**config.mk**
```make
export PLATFORM = sky130hd
export DESIGN_NAME = pipeline_ctrl
export DESIGN_NICKNAME = d
export VERILOG_FILES = /design/src/rtl/pipeline_ctrl_pkg.sv /design/src/rtl/pipeline_ctrl_stall_encoder.sv /design/src/rtl/pipeline_ctrl.sv
export SDC_FILE = /design/constraint.sdc
export NUM_CORES = 1
export LEC_CHECK = 0
export CORE_ASPECT_RATIO = 1.4
export CORE_MARGIN = 1
export CORE_UTILIZATION = 36
export CTS_CLUSTER_DIAMETER = 40
export CTS_CLUSTER_SIZE = 8
export DETAILED_ROUTE_END_ITERATION = 8
export SLEW_MARGIN = 20
export SYNTH_ARGS = -nofsm -noshare
export SYNTH_HDL_FRONTEND = slang
export SYNTH_SLANG_ARGS = --single-unit
```
**constraint.sdc**
```tcl
create_clock -name clk -period 5.2 [get_ports clk]
set_input_delay 1.04 -clock clk [delete_from_list [all_inputs] [get_ports clk]]
set_output_delay 1.04 -clock clk [all_outputs]
set_load 0.05 [all_outputs]
```
**src/rtl/pipeline_ctrl_pkg.sv**
```systemverilog
`default_nettype none
// +----------------------------------------------------------------------+
// | pipeline_ctrl_pkg : shared stall-bus codes, stage indices, FSM states |
// | Revision 1.0                                                          |
// +----------------------------------------------------------------------+
package pipeline_ctrl_pkg;

    localparam int STALL_W = 6;

    localparam int STG_PC    = 0;
    localparam int STG_IF_ID = 1;
    localparam int STG_ID_EX = 2;
    localparam int STG_EX_MEM = 3;
    localparam int STG_MEM_WB = 4;
    localparam int STG_WB    = 5;

    localparam logic STOP    = 1'b1;
    localparam logic NO_STOP = 1'b0;

    localparam logic [STALL_W-1:0] STALL_NONE = 6'b000000;
    localparam logic [STALL_W-1:0] STALL_IF   = 6'b000011;
    localparam logic [STALL_W-1:0] STALL_ID   = 6'b000111;
    localparam logic [STALL_W-1:0] STALL_EX   = 6'b001111;
    localparam logic [STALL_W-1:0] STALL_MEM  = 6'b011111;
    localparam logic [STALL_W-1:0] STALL_ALL  = 6'b111111;

    typedef enum logic [1:0] {
        ST_RUN       = 2'd0,
        ST_EXCP_WAIT = 2'd1,
        ST_FLUSH     = 2'd2
    } ctrl_state_t;

endpackage
`default_nettype wire

```
**src/rtl/pipeline_ctrl_stall_encoder.sv**
```systemverilog
`default_nettype none
// +----------------------------------------------------------------------+
// | pipeline_ctrl_stall_encoder : priority encoder, 4 requests -> stall   |
// | Revision 1.0                                                          |
// +----------------------------------------------------------------------+
module pipeline_ctrl_stall_encoder
    import pipeline_ctrl_pkg::*;
(
    input  logic               req_if,
    input  logic               req_id,
    input  logic               req_ex,
    input  logic               req_mem,
    output logic [STALL_W-1:0] code
);

    // Deeper stages win: a stall there must also freeze everything upstream.
    always_comb begin
        code = STALL_NONE;
        if (req_mem)     code = STALL_MEM;
        else if (req_ex) code = STALL_EX;
        else if (req_id) code = STALL_ID;
        else if (req_if) code = STALL_IF;
    end

endmodule
`default_nettype wire

```
**src/rtl/pipeline_ctrl.sv**
```systemverilog
`default_nettype none
// +----------------------------------------------------------------------+
// | pipeline_ctrl : stall/flush controller, exception redirect, watchdog  |
// | Revision 1.0                                                          |
// +----------------------------------------------------------------------+
module pipeline_ctrl
    import pipeline_ctrl_pkg::*;
#(
    parameter int unsigned FLUSH_CYCLES = 1,
    parameter int unsigned TIMEOUT      = 1023,
    parameter int unsigned CNT_W        = 32
) (
    input  logic               clk,
    input  logic               rst,
    input  logic               stallreq_if,
    input  logic               stallreq_id,
    input  logic               stallreq_ex,
    input  logic               stallreq_mem,
    input  logic               excp_valid,
    input  logic [31:0]        excp_pc,
    output logic [STALL_W-1:0] stall,
    output logic               flush,
    output logic [31:0]        new_pc,
    output logic               stall_timeout,
    output logic [CNT_W-1:0]   stall_cycles
);

    localparam int             WD_W       = (TIMEOUT < 2) ? 1 : $clog2(TIMEOUT + 1);
    localparam logic [WD_W-1:0] WD_MAX    = WD_W'(TIMEOUT);
    localparam logic [3:0]     FLUSH_LOAD = 4'(FLUSH_CYCLES);

    ctrl_state_t        state;
    ctrl_state_t        state_next;
    logic [STALL_W-1:0] req_code;
    logic [31:0]        latched_pc;
    logic               latch_en;
    logic [3:0]         flush_cnt;
    logic [WD_W-1:0]    wd_cnt;
    logic [WD_W-1:0]    wd_next;

    pipeline_ctrl_stall_encoder u_stall_encoder (
        .req_if  (stallreq_if),
        .req_id  (stallreq_id),
        .req_ex  (stallreq_ex),
        .req_mem (stallreq_mem),
        .code    (req_code)
    );

    always_ff @(posedge clk) begin
        if (rst) state <= ST_RUN;
        else     state <= state_next;
    end

    always_comb begin
        state_next = state;
        stall      = STALL_NONE;
        flush      = 1'b0;
        new_pc     = 32'd0;
        latch_en   = 1'b0;
        if (rst) begin
            state_next = ST_RUN;
        end else begin
            case (state)
                ST_RUN: begin
                    stall = req_code;
                    if (excp_valid) begin
                        latch_en = 1'b1;
                        if (stallreq_mem) begin
                            stall      = STALL_MEM;
                            state_next = ST_EXCP_WAIT;
                        end else begin
                            stall      = STALL_ALL;
                            state_next = ST_FLUSH;
                        end
                    end
                end
                ST_EXCP_WAIT: begin
                    // The data bus cannot be aborted, so the flush waits for it to drain.
                    stall = STALL_MEM | req_code;
                    if (!stallreq_mem) begin
                        stall      = STALL_ALL;
                        state_next = ST_FLUSH;
                    end
                end
                ST_FLUSH: begin
                    flush  = 1'b1;
                    new_pc = latched_pc;
                    if (flush_cnt <= 4'd1) state_next = ST_RUN;
                end
                default: state_next = ST_RUN;
            endcase
        end
    end

    always_ff @(posedge clk) begin
        if (rst)           latched_pc <= 32'd0;
        else if (latch_en) latched_pc <= excp_pc;
    end

    always_ff @(posedge clk) begin
        if (rst)
            flush_cnt <= 4'd0;
        else if (state != ST_FLUSH && state_next == ST_FLUSH)
            flush_cnt <= FLUSH_LOAD;
        else if (state == ST_FLUSH)
            flush_cnt <= flush_cnt - 4'd1;
    end

    always_comb begin
        wd_next = wd_cnt;
        if (state == ST_FLUSH || stall == STALL_NONE) wd_next = '0;
        else if (wd_cnt != WD_MAX)                    wd_next = wd_cnt + 1'b1;
    end

    // The flag is set on the edge where the counter reaches TIMEOUT.
    always_ff @(posedge clk) begin
        if (rst) begin
            wd_cnt        <= '0;
            stall_timeout <= 1'b0;
        end else begin
            wd_cnt <= wd_next;
            if (TIMEOUT != 0 && wd_next == WD_MAX) stall_timeout <= 1'b1;
        end
    end

    always_ff @(posedge clk) begin
        if (rst)
            stall_cycles <= '0;
        else if (stall[STG_PC] == STOP && stall_cycles != {CNT_W{1'b1}})
            stall_cycles <= stall_cycles + 1'b1;
    end

endmodule
`default_nettype wire

```
After elaboration in Yosys (flattened, before gate mapping). Index checks and enable logic that the tools add are counted.

Register bits after elaboration: 81. Bits in latches: 0. Memory bits (writable): 0. Memory bits (read-only): 0. Input bits: 39. Output and inout bits: 72. Memories kept: 0.

$add $sub $neg: 3. Multiply operators: 0. Divide/modulo/power cells: 0. Magnitude comparators: 1. Eq/ne operators: 7. Shift operators: 0. Mux-type cells: 26. Bitwise gates (word level): 0. Reduce and logical (&&, ||, !) cells: 7.

Operators by type and width (count): $mux 32 (2); $mux 6 (7); $add 32x1->32 const B (1); $ne 32x32->1 const B (1); $mux 10 (2); $mux 2 (6); $pmux 6 s2 (1); $add 10x1->10 const B (1); $eq 10x10->1 const B (1); $ne 10x10->1 const B (1); $mux 1 (7); $logic_not 6->1 (1); $pmux 2 s3 (1); $eq 2x2->1 const B (2); $le 4x1->1 const B (1); $sub 4x1->4 const B (1); $eq 2x1->1 const B (1); $logic_and 1x1->1 (2); $logic_not 2->1 (1); $ne 2x2->1 const B (1); $reduce_bool 2->1 (1); $reduce_or 2->1 (1); $logic_or 1x1->1 (1).

Logic depth before layout (Yosys ltp). Gate-level depths: netlist of the first run.

Word-level depth: 11. Mapped depth: 8. Gate-level depth less buffers: 6.

Cells and area by module. From an unflattened synthesis of the first run, not the netlist that was laid out.

Cells, all modules: 504. Area total of the unflattened synthesis: 3986.3 µm².

Modules (own cells, without submodules): pipeline_ctrl (instances 1, cells each 497, area each 3940.0 µm², sequential area each 1621.6 µm²); pipeline_ctrl_stall_encoder (instances 1, cells each 7, area each 46.3 µm², sequential area each 0.0 µm²).

Least setup slack after synthesis of the first run. OpenSTA, ideal clock, no wires.

Path type: input to output. Start: in rst. End: out stall[5]. Arrival: 2.986 ns. Data required time: 4.160 ns. Path slack: 1.174 ns. Stages on the path: 3. Buffers on the path: 2. Cell sequence: clkbuf_1 clkbuf_1 nor4_1.

Cells in the longest elaborated chain, start to end: 1.

Ends and longest elaborated chain: from (decl) (line pipeline_ctrl.sv:14) `input logic rst,`; $mux 6 (line pipeline_ctrl.sv:60) `if (rst) begin`; to (decl) (line pipeline_ctrl.sv:21) `output logic [STALL_W-1:0] stall,`.

No other way between the ends.

Worst setup path after layout of the first run.
Start: in rst. End: out stall[2].

Same word-level chain as after synthesis.

==> results of run 1 <==
==> layout make-up <==
class | instances | area share, %
inverter | 13 | 0.9070
tap | 138 | 3.209
multi-input combinational | 373 | 39.44
sequential | 81 | 30.14
clock buffer | 11 | 4.326
timing repair buffer | 115 | 20.05
clock inverter | 5 | 1.930
==> cell families (layout without fill, tap and decap cells) <==
group | count (synthesis) | count (layout)
AND/OR/NAND/NOR | 242 | 242
adder cells (fa/ha/maj) | 4 | 4
XOR/XNOR | 3 | 3
multiplexers | 10 | 10
AO/OA/AOI/OAI | 114 | 114
buffers and inverters | 40 | 144
flip-flops | 81 | 81
==> sequential cells by signal (all words and copies together), names as in the netlist <==
name and cells:
wd_cnt 10, stall_cycles 32, stall_timeout 1, flush_cnt 4
state 2, latched_pc 32
==> synthesized netlist by cell type (all sizes together) (3+ instances only) <==
master	number	area [µm²]
nand2	84	317.8
o21a	3	22.52
inv	13	48.79
dfxtp	81	1622
o31ai	10	75.07
o31a	4	35.03
o21ai	49	245.2
clkbuf	21	78.83
mux2i	3	30.03
nand3	13	70.07
a21oi	25	125.1
nand4	12	87.58
ha	4	50.05
buf	6	41.28
or4	12	90.09
nor3	15	80.08
and2	5	31.28
or3	13	91.34
nor2b	6	37.54
o41ai	5	62.56
mux2	7	82.57
or2	3	18.77
nor4	7	71.31
nor2	63	239.0
o311ai	5	43.79
==> through the flow <==
| step | hold WS (ps) | cells | total power [mW] | util, % | setup slack, ps |
|---|---|---|---|---|---|
| after detailed placement | 458.9 | 720 | 0.8587 | 48.22 | 1070 |
| after floorplan | 459.7 | 494 | 0.7847 | - | 1174 |
| final | 460.0 | 736 | 1.566 | 51.44 | 1106 |
| after CTS | 467.8 | 736 | 1.589 | 51.44 | 1064 |
| after global routing | 497.0 | 736 | 1.629 | 51.44 | 1008 |
| after global placement | 459.0 | 720 | 0.8536 | 48.22 | 1068 |
==> how the worst max path moves through the flow <==
stage | cells after the start | to | slack (ps)
final | 4 | stall[2] | 1110
after global routing | 3 | stall[5] | 1010
after CTS | 3 | stall[5] | 1060
after detailed placement | 3 | stall[5] | 1070
after global placement | 3 | stall[5] | 1070
after floorplan | 3 | stall[5] | 1170
==> critical path, stage by stage <==
cell and delay (ps):
clkdlybuf4s50_1 650, nor2_2 370, o31a_1 200, clkdlybuf4s50_1 800
==> cell usage in the layout (no fill, tap or decap), types with 3 or more instances in the layout <==
cell,count
clkdlybuf4s50_1,76
o21ai_0,49
nor2_1,62
mux2i_1,3
o21a_1,3
o311ai_0,5
dfxtp_1,81
nand2_1,83
a21oi_1,25
nor3_1,14
or2_1,3
o41ai_1,4
nand4_1,10
buf_4,37
o31ai_1,10
nor2b_1,6
o31a_1,4
nand3_1,12
ha_1,4
clkbuf_16,9
or4_1,12
bufinv_16,3
and2_1,5
or3_1,11
nor4_1,4
mux2_2,6
inv_1,12
==> routing by layer <==
metal	global-route usage (%)	vias to the layer above	part of all wire, %
li1	-	1958	-
met1	21.34	1772	45
met2	29.73	112	46
met3	4.319	14	6.2
met4	8.444	0	2.1
met5	0	-	0
==> where the power goes <==
group	switching, mW	internal, mW	total (mW)
Clock	0.253	0.470	0.722
Combinational	0.103	0.0755	0.179
Sequential	0.0162	0.649	0.665
==> results.cfg, run 1 <==
[run_status]
run_status = completed

[synth]
synth_top_family_by_area = simple AND/OR/NAND/NOR gates
ys_async_sr_fraction_pct = 0
syn_area_per_cell_um2 = 7.902
synth_cell_type_count = 56
synth_adder_area_share_pct = 1.282
ys_ff_latch = 81
synthSimpleGateAreaFrac_pct = 30.96
synth-warning-count = 0
synth_mux_area_share_pct = 2.885
synth_edf_count = 0
seq_area_frac_synth_pct = 41.54
synthCells = 494
synth_nets = 537
syn_area_um2 = 3904
synthXorXnorAreaFrac_pct = 0.6731
synth_compound_area_share_pct = 18.33
synth_ff_type = dfxtp_1

[clock_tree]
clk_latency_ps = 340
ctsHoldBuffers = 0
cts.sinks = 81
cts_root_buf = clkbuf_16
cts_resized = 0
htreeDepth = 3
cts_tree = yes
clock_path_buffers = 2
path_clk_slew_ps = 60
cts_setup_buffers = 0
cts_buffers = 9

[worst_hold_path]
holdPathEnd = stall_timeout
hold_path_depth = 2
hp-class = flip-flop to flip-flop
hold_start = stall_timeout

[floorplan]
die_y_um = 125.2
coreArea_um2 = 10460
die_area_um2 = 11270
die_width_um = 90.01
io_pins = 111
start_util_pct = 37.32
fp-row-count = 44

[routing]
ant_nets = 0
drtIter0Drc = 166
totalWireLength_mm = 9.913
drc = 0
dr.pass1.iters = 4
routedWlPerCell_um = 13.47
vias = 3856
viasPerCell = 5.239

[setup_path]
critPathKind = primary input to output pin
crit_fanout = 11
crit_required_ps = 4160
r2r-end = stall_timeout
critPathLaunch = rst
ff2ff_setup_slack_ps = 2670
r2r_start = wd_cnt[0]
arrival_ps = 3050
worstSetupEndpointType = output pin
cp-start-kind = primary input
ff2ff_path_depth = 6

[final_layout]
final_nets = 636
fillers = 1039
multi_input_area_um2 = 2122
area_growth_pct = 37.82
seq_area_um2 = 1622
final_cell_area_um2 = 5380
num_antenna_cells = 0
drive_above_1_share_pct = 12.37

[sta]
clock_skew_ps = 7.010
min_period_ps = 4094
finalHoldViolations = 0
slew_headroom_pct = 53.46
tns_ps = 0
tightest_slew_ps = 692.9
rsz0062_at_grt = no
min_period_over_period_pct = 78.72
max_freq_ghz = 0.2443
finalSetupViolCount = 0
drv_slew = 0

[power_and_ir_drop]
ir_drop_mv = 0.1614
p_leak_nw = 1.877
pwr_density_cell_nw_per_um2 = 291.1

[placement]
portBuffers = 110
dpl-instance-area_um2 = 5044
hpwl_mm = 7.073
routabilityCongestion = 0.7571

[grt]
antenna_found_initial = 0
grt_pass1_vias = 3624
gr-usage-all-layers_pct = 17.78
grt-ovfl-total = 0
grt_max_degree = 65
grt_pass1_wl_mm = 16.54

[flow_run]
drv_cap = 0
(Power assumes the default switching activity.)
==> run 2, diff against run 1 <==
- PLACE_DENSITY: not set -> 0.66
- clock period: 5.2 -> 3.47 ns (I/O delays scaled with it)
==> results.cfg, run 2 (synthesis results as in run 1) <==
[routing]
drtIter0Drc = 147
dr.pass1.iters = 4
totalWireLength_mm = 9.888
routedWlPerCell_um = 13.40
ant_nets = 0
viasPerCell = 5.260
vias = 3882
drc = 0

[sta]
max_freq_ghz = 0.3447
slew_headroom_pct = 50.81
drv_slew = 0
tightest_slew_ps = 732.2
rsz0062_at_grt = no
finalHoldViolations = 0
timing.hold.ws_ps = 472.3
tns_ps = 0
finalSetupViolCount = 0
setup_slack_ps = 568.5
clock_skew_ps = 7.841
min_period_ps = 2901
min_period_over_period_pct = 83.62

[power_and_ir_drop]
p_leak_nw = 1.916
ir_drop_mv = 0.2526
power_mw = 2.313
pwr_density_cell_nw_per_um2 = 422.8

[setup_path]
cp_cell_sequence = clkdlybuf4s50_1 -> or3_4 -> o41ai_4 -> inv_2 -> buf_12
slowest_stage = clkdlybuf4s50_1
crit_required_ps = 2780
crit_family = buffers and inverters
critPathKind = primary input to output pin
crit_fanout = 10
slowest_delay_ps = 440
worstSetupEndpointType = output pin
cp-start-kind = primary input
arrival_ps = 2210
crit_buf_inv = 3

[floorplan]
die_area_um2 = 11270
die_width_um = 90.01
io_pins = 111
fp-row-count = 44
die_y_um = 125.2
start_util_pct = 37.32
coreArea_um2 = 10460

[final_layout]
fillers = 1014
utilization_pct = 52.30
layout_commonest_cell = nand2_1
drive_above_1_share_pct = 13.83
final_cell_area_um2 = 5470
final_nets = 638
final_cell_mix = nand2_1 (83), dfxtp_1 (81), clkdlybuf4s50_1 (71), nor2_1 (62), o21ai_0 (49)
num_antenna_cells = 0
area_growth_pct = 40.13
reg_top3 = latched_pc x32, stall_cycles x32, wd_cnt x10
instances_no_fill = 738

[clock_tree]
cts_tree = yes
clk_latency_ps = 330
htreeDepth = 3
path_clk_slew_ps = 60
cts_setup_buffers = 0
cts_root_buf = clkbuf_16
cts_resized = 0
cts_buffers = 9
cts.sinks = 81
ctsHoldBuffers = 0
clock_path_buffers = 2

[grt]
gr-usage-all-layers_pct = 18.31
antenna_found_initial = 0
grt_pass1_wl_mm = 17.13
grt-ovfl-total = 0
grt_pass1_vias = 3638
grt_max_degree = 65

[placement]
place_ws_ps = 431.5
dpl-instance-area_um2 = 5146
portBuffers = 110
hpwl_mm = 7.139
dp_cells = 722
routabilityCongestion = 0.8275

[flow_run]
drv_cap = 0

[worst_hold_path]
hp-class = flip-flop to flip-flop

[run_status]
run_status = completed
==> run 2: cell count changes in the layout (fill, tap and decap cells not counted), sizes merged <==
cell,before,now
clkinv,2,1
buf,39,46
bufinv,3,2
clkbuf,11,9
clkinvlp,0,1
inv,13,16
clkdlybuf4s50,76,71
==> run 2: metal layers <==
layer | GRT usage [%] | part of all wire (%) | vias up
li1 | - | - | 1962
met1 | 22.94 | 45 | 1781
met2 | 29.64 | 46 | 129
met3 | 5.718 | 7.7 | 10
met4 | 6.357 | 1.3 | 0
met5 | 0 | 0 | -
==> run 2: final timing paths <==
path	depth (start not counted)	end	from	slack, ps
setup / recovery	5	stall[1]	stallreq_mem	570
setup reg to reg	6	stall_timeout	wd_cnt[0]	810
hold / removal	2	stall_timeout	stall_timeout	470
hold reg to reg	2	stall_timeout	stall_timeout	470
==> run 2: worst register-to-register path, cell delays in order (launching register included) <==
cell and delay (ps):
dfxtp_1 410, ha_1 280, nand2_1 210, nor3_1 660
mux2_2 420, a311o_1 340, o32ai_1 230
==> run 2: cell type report <==
type / count / area, µm² / share of cell area (%)
clock buffer: 9 / 225.2 / 4.117
tap: 138 / 172.7 / 3.156
timing repair buffer: 117 / 1181 / 21.59
inverter: 13 / 48.80 / 0.8920
multi-input combinational: 373 / 2122 / 38.79
sequential: 81 / 1622 / 29.64
clock inverter: 7 / 98.84 / 1.807
==> run 2: power breakdown <==
| part | leakage (nW) | internal (mW) | total (mW) | switching (mW) |
|---|---|---|---|---|
| registers | 0.660 | 0.972 | 0.997 | 0.0250 |
| logic | 1.10 | 0.124 | 0.283 | 0.158 |
| clock network | 0.157 | 0.636 | 1.03 | 0.396 |
